`src/rtl/sort_pkg.sv`:
```
// sort_pkg: shared state encoding, default sizing and index-width helper for sort_sequencer.
package sort_pkg;
    typedef enum logic [1:0] {IDLE, SORT, SHOW} state_t;
    localparam int DEPTH_DEFAULT = 8;
    localparam int WIDTH_DEFAULT = 16;
    localparam int DWELL_DEFAULT = 100000000;
    function automatic int idx_width(input int depth);
        return (depth < 2) ? 1 : $clog2(depth);
    endfunction
endpackage

```
`src/rtl/dwell_timer.sv`:
```
// dwell_timer: free-running 0..DWELL_CYCLES-1 counter with enable and sync clear;
// o_tc pulses on the enabled terminal cycle.
module dwell_timer #(
    parameter int DWELL_CYCLES = 100000000
) (
    input  logic i_clk,
    input  logic i_rst_n,
    input  logic i_en,
    input  logic i_clr,
    output logic o_tc
);
    localparam int CW = (DWELL_CYCLES > 1) ? $clog2(DWELL_CYCLES) : 1;
    logic [CW-1:0] r_cnt;
    assign o_tc = i_en && (r_cnt == CW'(DWELL_CYCLES - 1));
    always_ff @(posedge i_clk or negedge i_rst_n) begin
        if (!i_rst_n)
            r_cnt <= '0;
        else if (i_clr)
            r_cnt <= '0;
        else if (i_en)
            r_cnt <= o_tc ? '0 : r_cnt + CW'(1);
    end
endmodule

```
`src/rtl/sort_sequencer.sv`:
```
// sort_sequencer: loads up to DEPTH values, bubble-sorts them in place, then cycles them on outputVal.
// Define SORT_DESCENDING_EN to sort and present largest first.
module sort_sequencer
    import sort_pkg::*;
#(
    parameter int DEPTH        = DEPTH_DEFAULT,
    parameter int WIDTH        = WIDTH_DEFAULT,
    parameter int DWELL_CYCLES = DWELL_DEFAULT
) (
    input  logic                        CLK100MHZ,
    input  logic                        CPU_RESETN,
    input  logic                        load_valid,
    input  logic [WIDTH-1:0]            load_data,
    output logic                        load_ready,
    input  logic                        start,
    input  logic                        clear,
    output logic                        busy,
    output logic                        done,
    output logic [idx_width(DEPTH)-1:0] out_index,
    output logic [WIDTH-1:0]            outputVal
);
    localparam int IW = idx_width(DEPTH);
    localparam int CW = IW + 1;

    state_t          r_state, w_next;
    logic [WIDTH-1:0] r_mem [DEPTH];
    logic [CW-1:0]   r_count, w_cnt_post;
    logic [IW-1:0]   r_i, r_limit, r_rd, r_oidx, w_limit0;
    logic            r_swapped;
    logic [WIDTH-1:0] r_out, w_a, w_b;
    logic            w_xfer, w_swap, w_last, w_sort_exit, w_tc, w_enter_show, w_rd_wrap;

    assign load_ready = (r_state == IDLE) && (r_count < CW'(DEPTH));
    assign busy       = (r_state == SORT);
    assign done       = (r_state == SHOW);
    assign outputVal  = r_out;
    assign out_index  = r_oidx;

    assign w_xfer     = load_valid && load_ready && !clear;
    assign w_cnt_post = r_count + CW'(w_xfer);
    assign w_a        = r_mem[r_i];
    assign w_b        = r_mem[r_i + IW'(1)];
`ifdef SORT_DESCENDING_EN
    assign w_swap     = (r_state == SORT) && (w_a < w_b);
`else
    assign w_swap     = (r_state == SORT) && (w_a > w_b);
`endif
    assign w_last      = (r_i == r_limit - IW'(1));
    assign w_sort_exit = w_last && (!(r_swapped || w_swap) || r_limit == IW'(1));
    assign w_limit0    = IW'(((r_state == IDLE) ? w_cnt_post : r_count) - CW'(1));
    assign w_enter_show = (w_next == SHOW) && (r_state != SHOW);
    assign w_rd_wrap    = ({1'b0, r_rd} == r_count - CW'(1));

    always_comb begin
        w_next = r_state;
        if (clear)
            w_next = IDLE;
        else if (r_state == IDLE && start)
            w_next = (w_cnt_post >= CW'(2)) ? SORT : (w_cnt_post == CW'(1)) ? SHOW : IDLE;
        else if (r_state == SORT && w_sort_exit)
            w_next = SHOW;
        else if (r_state == SHOW && start && r_count >= CW'(2))
            w_next = SORT;
    end

    // Storage is deliberately left unreset; only count decides which entries are live.
    always_ff @(posedge CLK100MHZ) begin
        if (w_xfer)
            r_mem[r_count[IW-1:0]] <= load_data;
        else if (w_swap && !clear) begin
            r_mem[r_i]          <= w_b;
            r_mem[r_i + IW'(1)] <= w_a;
        end
    end

    always_ff @(posedge CLK100MHZ or negedge CPU_RESETN) begin
        if (!CPU_RESETN) begin
            r_state   <= IDLE;
            r_count   <= '0;
            r_i       <= '0;
            r_limit   <= '0;
            r_swapped <= 1'b0;
            r_rd      <= '0;
            r_out     <= '0;
            r_oidx    <= '0;
        end else begin
            r_state <= w_next;
            if (clear)
                r_count <= '0;
            else if (w_xfer)
                r_count <= w_cnt_post;
            if (w_next == SORT && r_state != SORT) begin
                r_i       <= '0;
                r_limit   <= w_limit0;
                r_swapped <= 1'b0;
            end else if (r_state == SORT) begin
                r_i       <= w_last ? '0 : r_i + IW'(1);
                r_limit   <= w_last ? r_limit - IW'(1) : r_limit;
                r_swapped <= !w_last && (r_swapped || w_swap);
            end
            if (w_enter_show)
                r_rd <= '0;
            else if (r_state == SHOW && w_tc)
                r_rd <= w_rd_wrap ? '0 : r_rd + IW'(1);
            // Output register lags rd by one edge so each value sits exactly one dwell period.
            if (r_state == SHOW && !clear) begin
                r_out  <= r_mem[r_rd];
                r_oidx <= r_rd;
            end
        end
    end

    dwell_timer #(.DWELL_CYCLES(DWELL_CYCLES)) u_dwell (
        .i_clk   (CLK100MHZ),
        .i_rst_n (CPU_RESETN),
        .i_en    (r_state == SHOW),
        .i_clr   (w_enter_show),
        .o_tc    (w_tc)
    );
endmodule

```
`config.mk`:
```
export PLATFORM = sky130hd
export DESIGN_NAME = sort_sequencer
export DESIGN_NICKNAME = d
export VERILOG_FILES = /design/src/rtl/sort_pkg.sv /design/src/rtl/dwell_timer.sv /design/src/rtl/sort_sequencer.sv
export SDC_FILE = /design/constraint.sdc
export NUM_CORES = 1
export LEC_CHECK = 0
export ABC_AREA = 1
export BUFFER_PORTS_ARGS = -buffer_cell sky130_fd_sc_hd__buf_2
export CAP_MARGIN = 10
export CORE_ASPECT_RATIO = 1.2
export CORE_UTILIZATION = 40
export DETAILED_ROUTE_END_ITERATION = 8
export PLACE_DENSITY_LB_ADDON = 0.25
export SLEW_MARGIN = 30
export SYNTH_ARGS = -nofsm -noshare
export SYNTH_HDL_FRONTEND = slang
export SYNTH_SLANG_ARGS = --single-unit
```
`constraint.sdc`:
```
create_clock -name CLK100MHZ -period 5.4 [get_ports CLK100MHZ]
set_clock_uncertainty 0.15 [all_clocks]
set_input_delay 0.81 -clock CLK100MHZ [delete_from_list [all_inputs] [get_ports CLK100MHZ]]
set_output_delay 0.81 -clock CLK100MHZ [all_outputs]
set_load 0.01 [all_outputs]
```
==> flow_summary_export.csv, run 1 <==
group,metric,value,unit
status,run_status,"complete, no violations",
critical_path,slowest_stage,"sky130_fd_sc_hd__dfrtp_4",
floorplan,die_w,167,µm
yosys,synth_async_sr_flop_share,0.326,
clock_tree,cts-root-to-sink-buffers,2,
layout,area_delta_synth_final,9.10,%
floorplan,row_count,72,
sta,slew_headroom,0.429,
sta,final_period_minus_worst_setup_slack,4.63,ns
sta,fmax,0.216,GHz
sta,report.final.hold_viol_count,0,
yosys,post_synth_instance_area,0.0131,mm²
yosys,yosys-top-cells-area,"sky130_fd_sc_hd__edfxtp_1 (29%), sky130_fd_sc_hd__o21ai_0 (13%), sky130_fd_sc_hd__dfrtp_1 (12%)",
route,first_iter_violations,1181,
layout,ratio_of_cells_with_drive_above_1_in_the_final_layout,0.128,
clock_tree,worstSkewPairLatency,0.45,ns
floorplan,core_region_area,0.0323,mm²
critical_path,critical_path_buf_inv_count,4,
hold_path,hold_path.class,"in2async",
critical_path,crit_path_cell_trace,"ha_1 > or2_1 > nand2_2 > nor2_2 > inv_2 > a21oi_1 > a211oi_1 > ha_1 > nand2_1 > nand2_1 > nand2_1 > nand2_1 > nand2_1 > nand4_1 > nand2_1 > nor2_4 > inv_2 > nor2_2 > inv_2 > o211ai_1 > o22ai_2 > buf_12",
pwr,combinationalPowerShare,0.546,
pwr,intPower,3.74,mW
route,drt-pass1-iter-count,5,
critical_path,timing.critical_path.fanout_max,16,
placement,numPortBuffers,42,
route,vias_per_cell,5.71,
sta,grt_setup_unrepaired,"no",
sta,worst_slew_pin_slew,0.856,ns
floorplan,die_span_in_y,200,µm
critical_path,worst_ep_required_time,5.41,ns
yosys,synth_cell_type_count,53,
clock_tree,cts_hold_repair.buffers,0,
global_routing,wire_length_of_the_first_global_routing_pass,66000,µm
clock_tree,clk_pin_slew,0.08,ns
pwr,clock_power_share,0.175,
global_routing,antenna_found_initial,0,
yosys,postSynthRegisterBits,190,
route,highest_layer,"met4",
yosys,seq_area_frac_synth,0.411,
route,routed-wl-met2,20200,µm
yosys,synth-warning-count,0,
clock_tree,clock-root-buffer,"sky130_fd_sc_hd__clkbuf_16",
clock_tree,post-cts-setup-buffers,0,
sta,fin_hold_ws,0.299,ns
route,wl_met3,2100,µm
pwr,relative_contribution_of_sequential_cells_to_total_power,0.279,
floorplan,floorplan.die_area,0.0335,mm²
global_routing,total_routing_usage_gr,0.256,
sta,final_clock_period_utilization_by_the_worst_path,0.858,
critical_path,timing.critical_path.to_type,"register",
yosys,syn_avg_cell_area,7.70,µm²
critical_path,critical-path-max-stage-delay,0.52,ns
clock_tree,h-tree-depth,4,
placement,place_hpwl,28500,µm
global_routing,grt_max_degree,156,
layout,finalNetCount,1750,
pwr,switchingPower,3.46,mW
yosys,synth_area_leader_cell,"sky130_fd_sc_hd__edfxtp_1",
layout,diodes,0,
pwr,total_leakage_power,5.35,nW
yosys,portion_of_synthesized_cell_area_occupied_by_the_leading_cell_type,0.293,
sta,timing.final.max_slew_violations,0,
critical_path,critical-path-top-cell-by-count,"sky130_fd_sc_hd__nand2_1",
clock_tree,ctsResizeCount,0,
critical_path,critical-path-top-delay-family,"compound AO/OA/AOI/OAI gates",
yosys,ys_dominant_reg_cell,"sky130_fd_sc_hd__edfxtp_1",
global_routing,first_global_vias,11500,
pwr,net_switching_share_of_the_total_power,0.480,
run,max_cap_viol_count,0,
sta,number_of_setup_violations_in_the_final_report,0,
route,post-route-drc-count,0,
clock_tree,tritoncts_clock_tree,"done",
route,routedLengthMet1,17900,µm
critical_path,crit_type,"reg2reg",
layout,most_frequent_cells_in_the_layout,"sky130_fd_sc_hd__nand2_1 (402), sky130_fd_sc_hd__o21ai_0 (329), sky130_fd_sc_hd__edfxtp_1 (128)",
yosys,postSynthNetCount,1750,
layout,final_common_cell,"sky130_fd_sc_hd__nand2_1",
route,aggregate_routed_wire_length,42000,µm
yosys,number_of_flops_mapped_to_enable_cells_by_yosys,128,
pwr,power_density,504,mW/mm²
route,overall_via_count_from_detail_route,12100,
floorplan,floorplan.initialDensity,0.407,
critical_path,crit_path_start_kind,"register",
pwr,design_power_total,7.20,mW
critical_path,critPathArrivalTime,4.64,ns
route,antenna_violating_nets_post_route,0,
pwr,peakVddDrop,0.328,mV
clock_tree,clock_sink_count,190,
floorplan,pin_count,43,
placement,gpl.final_weighted_congestion,0.898,
route,post_drt_wl_per_cell,19.8,µm
yosys,postSynthCellCount,1704,
global_routing,grt_overflow,0,
sta,totalNegativeSetupSlack,0,ns
clock_tree,numCtsBuffers,17,
==> cells in the mapped netlist (all sizes together) (6+ instances only) <==
cell and instances:
nand2 409, o21ai 361, nor2 138, inv 129
edfxtp 128, a21oi 101, nand3 83, buf 65
dfrtp 62, clkbuf 43, ha 25, xor2 21
o211ai 18, o22ai 18, a31oi 15, nor3 14
nand3b 12, nand4 12, nor4 11, a221oi 9
xnor2 9, a211oi 6, mux2i 6
==> stage by stage <==
| step | area, µm² | util | setup slack, ns | instances |
|---|---|---|---|---|
| 2_1_floorplan | 13100 | - | 1.03 | 1704 |
| 3_3_place_gp | 13700 | 0.426 | 0.932 | 2092 |
| 3_5_place_dp | 13700 | 0.426 | 0.836 | 2092 |
| 4_1_cts | 14300 | 0.443 | 0.786 | 2124 |
| 5_1_grt | 14300 | 0.444 | 0.455 | 2124 |
| 6_report | 14300 | 0.444 | 0.765 | 2124 |
==> cell families (layout without fill, tap and decap cells) <==
| group | Yosys count | after routing | synth area share |
|---|---|---|---|
| AOI/OAI and AO/OA | 531 | 531 | 0.226 |
| xor gates and xnor gates | 30 | 30 | 0.0206 |
| adders and majority gates | 25 | 25 | 0.0239 |
| buffers and inverters | 238 | 251 | 0.0832 |
| DFF | 190 | 190 | 0.411 |
| muxes | 6 | 6 | 0.00487 |
| and+or+nand+nor | 684 | 684 | 0.230 |
==> path summary, 6_finish.rpt <==
path / endpoint / from / slack (ns) / cells past startpoint
setup / recovery: r_mem[6][6]$_DFFE_PP_ / r_i[0]$_DFFE_PN0P_ / 0.77 / 22
hold / removal: r_limit[2]$_DFFE_PN0P_ / CPU_RESETN / 0.30 / 2
setup reg to reg: r_mem[6][6]$_DFFE_PP_ / r_i[0]$_DFFE_PN0P_ / 0.77 / 22
hold reg to reg: out_index[1]$_DFFE_PN0P_ / out_index[1]$_DFFE_PN0P_ / 0.34 / 2
max in group asynchronous: r_i[0]$_DFFE_PN0P_ / CPU_RESETN / 4.28 / 2
min in group CLK100MHZ: out_index[1]$_DFFE_PN0P_ / out_index[1]$_DFFE_PN0P_ / 0.34 / 2
==> layout make-up <==
type,instances,area [µm²]
clock buffers,17,425
clock inverters,15,130
fillers,3249,17900
inverters,130,490
multi-input cells,1276,6680
flip-flops and latches,190,5400
well taps,407,509
repair buffers,89,667
==> power groups by stage <==
stage	clock network, mW	logic [mW]	registers, mW
after detailed placement	0	3.89	2.04
final	1.26	3.93	2.01
after global placement	0	3.84	2.04
after CTS	1.28	3.91	2.01
after floorplan	0	2.71	2.01
after global routing	1.33	4.38	2.04
==> flip-flops by register name, summed over array words and instances, names as in the netlist, 2 cells and up <==
register	cells
r_limit	3
r_count	4
outputVal	16
r_mem	128
u_dwell.r_cnt	27
r_i	3
out_index	3
r_rd	3
r_state	2
==> layer usage <==
layer	up-vias	track usage
li1	5857	-
met4	0	0.119
met2	465	0.433
met3	115	0.0306
met5	-	0
met1	5687	0.325
==> worst reg2reg max path: stages (launching register included) <==
cell,delay [ns]
sky130_fd_sc_hd__dfrtp_4,0.52
sky130_fd_sc_hd__ha_1,0.22
sky130_fd_sc_hd__or2_1,0.22
sky130_fd_sc_hd__nand2_2,0.09
sky130_fd_sc_hd__nor2_2,0.07
sky130_fd_sc_hd__inv_2,0.35
sky130_fd_sc_hd__a21oi_1,0.09
sky130_fd_sc_hd__a211oi_1,0.50
sky130_fd_sc_hd__ha_1,0.35
sky130_fd_sc_hd__nand2_1,0.06
sky130_fd_sc_hd__nand2_1,0.04
sky130_fd_sc_hd__nand2_1,0.05
sky130_fd_sc_hd__nand2_1,0.04
sky130_fd_sc_hd__nand2_1,0.07
sky130_fd_sc_hd__nand4_1,0.08
sky130_fd_sc_hd__nand2_1,0.14
sky130_fd_sc_hd__nor2_4,0.05
sky130_fd_sc_hd__inv_2,0.08
sky130_fd_sc_hd__nor2_2,0.04
sky130_fd_sc_hd__inv_2,0.24
sky130_fd_sc_hd__o211ai_1,0.28
sky130_fd_sc_hd__o22ai_2,0.38
sky130_fd_sc_hd__buf_12,0.21
(Power assumes the default switching activity.)
==> inputs of run 2 (changes only) <==
--- a/config.mk
+++ b/config.mk
@@ -11,7 +11,7 @@
 export CORE_ASPECT_RATIO = 1.2
 export CORE_UTILIZATION = 40
 export DETAILED_ROUTE_END_ITERATION = 8
-export PLACE_DENSITY_LB_ADDON = 0.25
+export PLACE_DENSITY_LB_ADDON = 0.2
 export SLEW_MARGIN = 30
 export SYNTH_ARGS = -nofsm -noshare
 export SYNTH_HDL_FRONTEND = slang
==> flow_summary_export.csv, run 2 (synthesized netlist as in run 1, its figures left out) <==
group,metric,value,unit
route,routedLengthMet1,18500,µm
global_routing,first_global_vias,11300,
floorplan,row_count,72,
route,vias_per_cell,5.64,
route,antenna_violating_nets_post_route,0,
floorplan,die_w,167,µm
placement,numPortBuffers,42,
route,overall_via_count_from_detail_route,12000,
clock_tree,ctsResizeCount,0,
critical_path,worst_ep_required_time,5.41,ns
route,post_drt_wl_per_cell,20.0,µm
layout,finalNetCount,1758,
sta,timing.final.max_slew_violations,0,
floorplan,floorplan.die_area,0.0335,mm²
route,aggregate_routed_wire_length,42500,µm
layout,area_delta_synth_final,10.1,%
critical_path,critical-path-max-stage-delay,0.47,ns
layout,flip_flop_count_of_the_largest_register_after_layout,128,
route,first_iter_violations,1139,
clock_tree,post-cts-setup-buffers,0,
hold_path,hold_path.class,"in2async",
status,run_status,"complete, no violations",
critical_path,timing.critical_path.to_type,"register",
layout,max_flop_register,"r_mem",
clock_tree,clock-root-buffer,"sky130_fd_sc_hd__clkbuf_16",
sta,final_period_minus_worst_setup_slack,4.79,ns
layout,final_common_cell,"sky130_fd_sc_hd__nand2_1",
pwr,peakVddDrop,0.290,mV
global_routing,antenna_found_initial,0,
global_routing,grt_max_degree,128,
placement,place_hpwl,29000,µm
route,routed-wl-met2,20400,µm
sta,fmax,0.209,GHz
floorplan,pin_count,43,
sta,number_of_setup_violations_in_the_final_report,0,
critical_path,crit_path_cell_trace,"buf_4 > buf_4 > o21ai_0 > o21ai_1 > nor2_1 > a31oi_2 > ha_1 > a21oi_1 > nor2_1 > nor2_1 > nand4_1 > nand2_1 > nor2_4 > inv_2 > nor2_2 > inv_2 > o211ai_1 > o22ai_2 > buf_4",
sta,grt_setup_unrepaired,"no",
placement,detailed_place.area,0.0138,mm²
critical_path,critical_path.startpoint,"r_i[0]$_DFFE_PN0P_",
floorplan,die_span_in_y,200,µm
sta,worst_slew_pin_slew,0.779,ns
critical_path,crit_path_start_kind,"register",
route,drt-pass1-iter-count,5,
pwr,power_density,505,mW/mm²
placement,gpl.final_weighted_congestion,0.957,
layout,most_frequent_cells_in_the_layout,"sky130_fd_sc_hd__nand2_1 (402), sky130_fd_sc_hd__o21ai_0 (329), sky130_fd_sc_hd__edfxtp_1 (128)",
clock_tree,cts_hold_repair.buffers,0,
sta,slew_headroom,0.481,
layout,ratio_of_cells_with_drive_above_1_in_the_final_layout,0.132,
clock_tree,clk_pin_slew,0.08,ns
critical_path,slowest_stage,"sky130_fd_sc_hd__buf_4",
critical_path,critical_path_buf_inv_count,5,
sta,report.final.hold_viol_count,0,
floorplan,core_region_area,0.0323,mm²
route,wl_met3,2410,µm
global_routing,total_routing_usage_gr,0.256,
layout,stdcell_area,0.0144,mm²
route,highest_layer,"met4",
critical_path,critPathArrivalTime,4.80,ns
clock_tree,h-tree-depth,4,
clock_tree,tritoncts_clock_tree,"done",
pwr,design_power_total,7.30,mW
sta,totalNegativeSetupSlack,0,ns
floorplan,floorplan.initialDensity,0.407,
clock_tree,numCtsBuffers,17,
sta,final_clock_period_utilization_by_the_worst_path,0.888,
layout,diodes,0,
pwr,total_leakage_power,5.41,nW
global_routing,wire_length_of_the_first_global_routing_pass,65600,µm
critical_path,worst_r2r_startpoint,"r_i[0]$_DFFE_PN0P_",
critical_path,crit_type,"reg2reg",
clock_tree,clock_sink_count,190,
critical_path,critical-path-top-delay-family,"compound AO/OA/AOI/OAI gates",
run,max_cap_viol_count,0,
global_routing,grt_overflow,0,
clock_tree,worstSkewPairLatency,0.45,ns
clock_tree,cts-root-to-sink-buffers,2,
route,post-route-drc-count,0,
critical_path,timing.critical_path.fanout_max,64,
==> run 2: where the power goes <==
part           switching, mW  internal (mW)  total (mW)
clock network          0.636          0.678        1.31
logic                   2.69           1.29        3.98
registers              0.163           1.85        2.01
==> run 2: worst paths after layout <==
path	endpoint	slack, ns	cells after the start
worst max register to register	r_mem[3][5]$_DFFE_PP_	0.61	19
worst min-delay path	r_state[0]$_DFF_PN0_	0.30	2
max in group asynchronous	r_i[0]$_DFFE_PN0P_	4.30	2
worst max-delay path	r_mem[3][5]$_DFFE_PP_	0.61	19
worst min register to register	outputVal[8]$_DFFE_PN0P_	0.35	2
min in group CLK100MHZ	outputVal[8]$_DFFE_PN0P_	0.35	2
==> run 2: area by class of cell <==
| cell class | count | area [µm²] |
|---|---|---|
| Tap cell | 407 | 509 |
| Clock inverter | 12 | 110 |
| Fill cell | 3206 | 17800 |
| Timing Repair Buffer | 97 | 752 |
| Multi-Input combinational cell | 1276 | 6690 |
| Sequential cell | 190 | 5400 |
| Clock buffer | 20 | 489 |
| Inverter | 130 | 490 |
==> run 2: per-layer routing <==
| metal | GRT usage | vias up |
|---|---|---|
| met5 | 0 | - |
| met2 | 0.431 | 412 |
| li1 | - | 5880 |
| met4 | 0.0960 | 0 |
| met3 | 0.0310 | 65 |
| met1 | 0.336 | 5661 |
==> run 2: per-stage QoR <==
step | util | setup slack, ns | cells | hold WS (ns)
3_3_place_gp | 0.429 | 0.675 | 2100 | 0.334
2_1_floorplan | - | 1.03 | 1704 | 0.326
3_5_place_dp | 0.429 | 0.643 | 2100 | 0.331
4_1_cts | 0.448 | 0.628 | 2132 | 0.351
6_report | 0.448 | 0.607 | 2132 | 0.303
5_1_grt | 0.448 | 0.303 | 2132 | 0.348
==> inputs of run 3 (changes only) <==
--- a/config.mk
+++ b/config.mk
@@ -5,9 +5,10 @@
 export SDC_FILE = /design/constraint.sdc
 export NUM_CORES = 1
 export LEC_CHECK = 0
-export ABC_AREA = 1
 export BUFFER_PORTS_ARGS = -buffer_cell sky130_fd_sc_hd__buf_2
 export CAP_MARGIN = 10
+export CELL_PAD_IN_SITES_DETAIL_PLACEMENT = 1
+export CELL_PAD_IN_SITES_GLOBAL_PLACEMENT = 1
 export CORE_ASPECT_RATIO = 1.2
 export CORE_UTILIZATION = 40
 export DETAILED_ROUTE_END_ITERATION = 8
==> flow_summary_export.csv, run 3 <==
group,metric,value,unit
layout,ratio_of_cells_with_drive_above_1_in_the_final_layout,0.214,
clock_tree,clock-root-buffer,"sky130_fd_sc_hd__clkbuf_16",
floorplan,die_w,161,µm
layout,final_common_cell,"sky130_fd_sc_hd__mux2i_1",
layout,instances_no_fill,1466,
critical_path,critPathArrivalTime,5.12,ns
sta,slew_headroom,0.507,
critical_path,worst_r2r_startpoint,"r_i[0]$_DFFE_PN0P_",
sta,number_of_setup_violations_in_the_final_report,0,
yosys,postSynthRegisterBits,190,
route,post-route-drc-count,0,
pwr,relative_contribution_of_sequential_cells_to_total_power,0.269,
layout,area_delta_synth_final,12.7,%
pwr,net_switching_share_of_the_total_power,0.442,
clock_tree,clock_sink_count,190,
hold_path,hold_path.class,"in2async",
route,drt-pass1-iter-count,4,
yosys,seq_area_frac_synth,0.443,
yosys,number_of_flops_mapped_to_enable_cells_by_yosys,128,
clock_tree,numCtsBuffers,17,
clock_tree,clk_pin_slew,0.07,ns
pwr,combinationalPowerShare,0.566,
critical_path,worst_ep_required_time,5.37,ns
placement,detailed_place.area,0.0132,mm²
global_routing,wire_length_of_the_first_global_routing_pass,56300,µm
clock_tree,cts_hold_repair.buffers,0,
floorplan,die_span_in_y,193,µm
floorplan,row_count,69,
global_routing,total_routing_usage_gr,0.245,
sta,report.final.hold_viol_count,0,
global_routing,grt_max_degree,53,
clock_tree,h-tree-depth,4,
floorplan,pin_count,43,
critical_path,worstRegToRegCells,14,
yosys,syn_avg_cell_area,12.0,µm²
yosys,ys_top_cells_by_count,"sky130_fd_sc_hd__mux2i_1 (229), sky130_fd_sc_hd__edfxtp_1 (128), sky130_fd_sc_hd__nor2_1 (74)",
global_routing,grt_overflow,0,
pwr,switchingPower,3.33,mW
yosys,yosys-top-cells-area,"sky130_fd_sc_hd__edfxtp_1 (32%), sky130_fd_sc_hd__mux2i_1 (19%), sky130_fd_sc_hd__dfrtp_1 (13%)",
layout,most_frequent_cells_in_the_layout,"sky130_fd_sc_hd__mux2i_1 (229), sky130_fd_sc_hd__edfxtp_1 (128), sky130_fd_sc_hd__nor2_1 (70)",
route,aggregate_routed_wire_length,36700,µm
route,vias_per_cell,6.06,
clock_tree,tritoncts_clock_tree,"done",
yosys,postSynthNetCount,1057,
layout,diodes,0,
layout,finalNetCount,1109,
floorplan,core_region_area,0.0298,mm²
placement,place_hpwl,24400,µm
run,max_cap_viol_count,0,
pwr,peakVddDrop,0.303,mV
placement,gpl.final_weighted_congestion,0.827,
critical_path,regToRegEndpoint,"r_mem[1][2]$_DFFE_PP_",
yosys,ys_dominant_reg_cell,"sky130_fd_sc_hd__edfxtp_1",
clock_tree,cts-root-to-sink-buffers,2,
route,first_iter_violations,663,
pwr,intPower,4.20,mW
critical_path,crit_path_start_kind,"register",
sta,worst_slew_pin_slew,0.737,ns
layout,flip_flop_count_of_the_largest_register_after_layout,128,
placement,numPlacedInstances,1434,
layout,stdcell_area,0.0137,mm²
pwr,clock_power_share,0.166,
critical_path,setup.reg_to_reg.worst_slack,0.25,ns
placement,numPortBuffers,42,
placement,preCtsSetupSlack,0.266,ns
floorplan,floorplan.initialDensity,0.409,
status,run_status,"complete, no violations",
route,overall_via_count_from_detail_route,8879,
yosys,postSynthCellCount,1011,
critical_path,crit_type,"reg2reg",
sta,final_period_minus_worst_setup_slack,5.15,ns
pwr,total_leakage_power,5.04,nW
sta,worst_setup_slack_after_layout,0.253,ns
global_routing,antenna_found_initial,0,
sta,final_clock_period_utilization_by_the_worst_path,0.953,
route,antenna_violating_nets_post_route,0,
sta,fin_hold_ws,0.114,ns
yosys,synth-warning-count,0,
critical_path,timing.critical_path.to_type,"register",
layout,max_flop_register,"r_mem",
clock_tree,worstSkewPairLatency,0.45,ns
layout,post-route-util,0.460,
floorplan,floorplan.die_area,0.0311,mm²
global_routing,first_global_vias,9254,
yosys,yosysMostFrequentCell,"sky130_fd_sc_hd__mux2i_1",
yosys,portion_of_synthesized_cell_area_occupied_by_the_leading_cell_type,0.316,
sta,timing.final.max_slew_violations,0,
yosys,post_synth_instance_area,0.0122,mm²
yosys,synth_area_leader_cell,"sky130_fd_sc_hd__edfxtp_1",
sta,grt_setup_unrepaired,"no",
critical_path,timing.critical_path.fanout_max,46,
yosys,synth_async_sr_flop_share,0.326,
pwr,power_density,549,mW/mm²
sta,fmax,0.194,GHz
yosys,synth_cell_type_count,62,
route,post_drt_wl_per_cell,25.1,µm
[run 3: cell types whose count changed after synthesis, sizes merged, moves of 64 or more]
cell / delta
mux2i: +223
nand3: -69
nand2: -371
o21ai: -327
nor2: -64
inv: -101
mux4: +64
[run 3: metal layers]
layer	wire, µm	global-route usage
met2	18600	0.432
met3	1470	0.0419
met4	690	0.0715
met5	0	0
met1	16000	0.308
[run 3: through the flow]
stage               power, mW  setup TNS [ns]
global placement         6.19               0
CTS                      7.55               0
global route             7.99               0
floorplan                4.82          -17.06
finish                   7.52               0
detailed placement       6.29               0
[run 3: worst max path at each step]
| stage | endpoint | from | cells past startpoint | slack [ns] |
|---|---|---|---|---|
| finish | r_mem[1][2]$_DFFE_PP_ | r_i[0]$_DFFE_PN0P_ | 14 | 0.25 |
| global route | r_mem[2][3]$_DFFE_PP_ | r_i[0]$_DFFE_PN0P_ | 14 | 0.03 |
| floorplan | r_mem[0][0]$_DFFE_PP_ | r_i[0]$_DFFE_PN0P_ | 16 | -0.30 |
| detailed placement | r_mem[0][9]$_DFFE_PP_ | r_i[0]$_DFFE_PN0P_ | 13 | 0.27 |
| CTS | r_mem[0][3]$_DFFE_PP_ | r_i[0]$_DFFE_PN0P_ | 13 | 0.23 |
| global placement | r_mem[0][4]$_DFFE_PP_ | r_i[0]$_DFFE_PN0P_ | 13 | 0.34 |
[run 3: power groups by stage]
stage / Sequential, mW / Clock (mW) / Combinational (mW)
3_5_place_dp: 2.05 / 0 / 4.24
5_1_grt: 2.05 / 1.31 / 4.63
4_1_cts: 2.02 / 1.27 / 4.26
2_1_floorplan: 2.01 / 0 / 2.81
6_report: 2.02 / 1.25 / 4.26
3_3_place_gp: 2.08 / 0 / 4.11
[run 3: repair_timing]
item / 4_1_cts / 5_1_grt
gates resized for setup: 0 / 1
endpoints found under the hold margin: 0 / 0
endpoints found under the setup margin: 0 / 53
buffers inserted: 0 / 0
[run 3: cell type report]
type / instances / area, µm²
well taps: 390 / 488
fillers: 3131 / 16100
clock inverters: 14 / 101
inverters: 29 / 109
flip-flops and latches: 190 / 5400
multi-input cells: 721 / 6440
repair buffers: 104 / 726
clock buffers: 18 / 450
[run 3: kinds of logic after synthesis]
| family | Yosys count | share of synthesized area |
|---|---|---|
| AO/OA/AOI/OAI | 178 | 0.0910 |
| XOR/XNOR | 11 | 0.00915 |
| adder cells (fa/ha/maj) | 25 | 0.0257 |
| buffers and inverters | 100 | 0.0331 |
| flip-flops | 190 | 0.443 |
| multiplexers | 297 | 0.310 |
| AND/OR/NAND/NOR | 210 | 0.0873 |
[run 3: critical path, stage by stage (launching register included)]
cell and delay, ns:
sky130_fd_sc_hd__dfrtp_4 0.43, sky130_fd_sc_hd__buf_12 0.32, sky130_fd_sc_hd__buf_4 0.40, sky130_fd_sc_hd__mux4_2 0.55
sky130_fd_sc_hd__mux2i_1 0.21, sky130_fd_sc_hd__inv_1 0.08, sky130_fd_sc_hd__ha_1 0.30, sky130_fd_sc_hd__nand4_1 0.12
sky130_fd_sc_hd__nor3_1 0.50, sky130_fd_sc_hd__a221o_1 0.35, sky130_fd_sc_hd__and3b_2 0.33, sky130_fd_sc_hd__nand2_1 0.25
sky130_fd_sc_hd__o22a_1 0.31, sky130_fd_sc_hd__o21ai_2 0.13, sky130_fd_sc_hd__buf_4 0.34
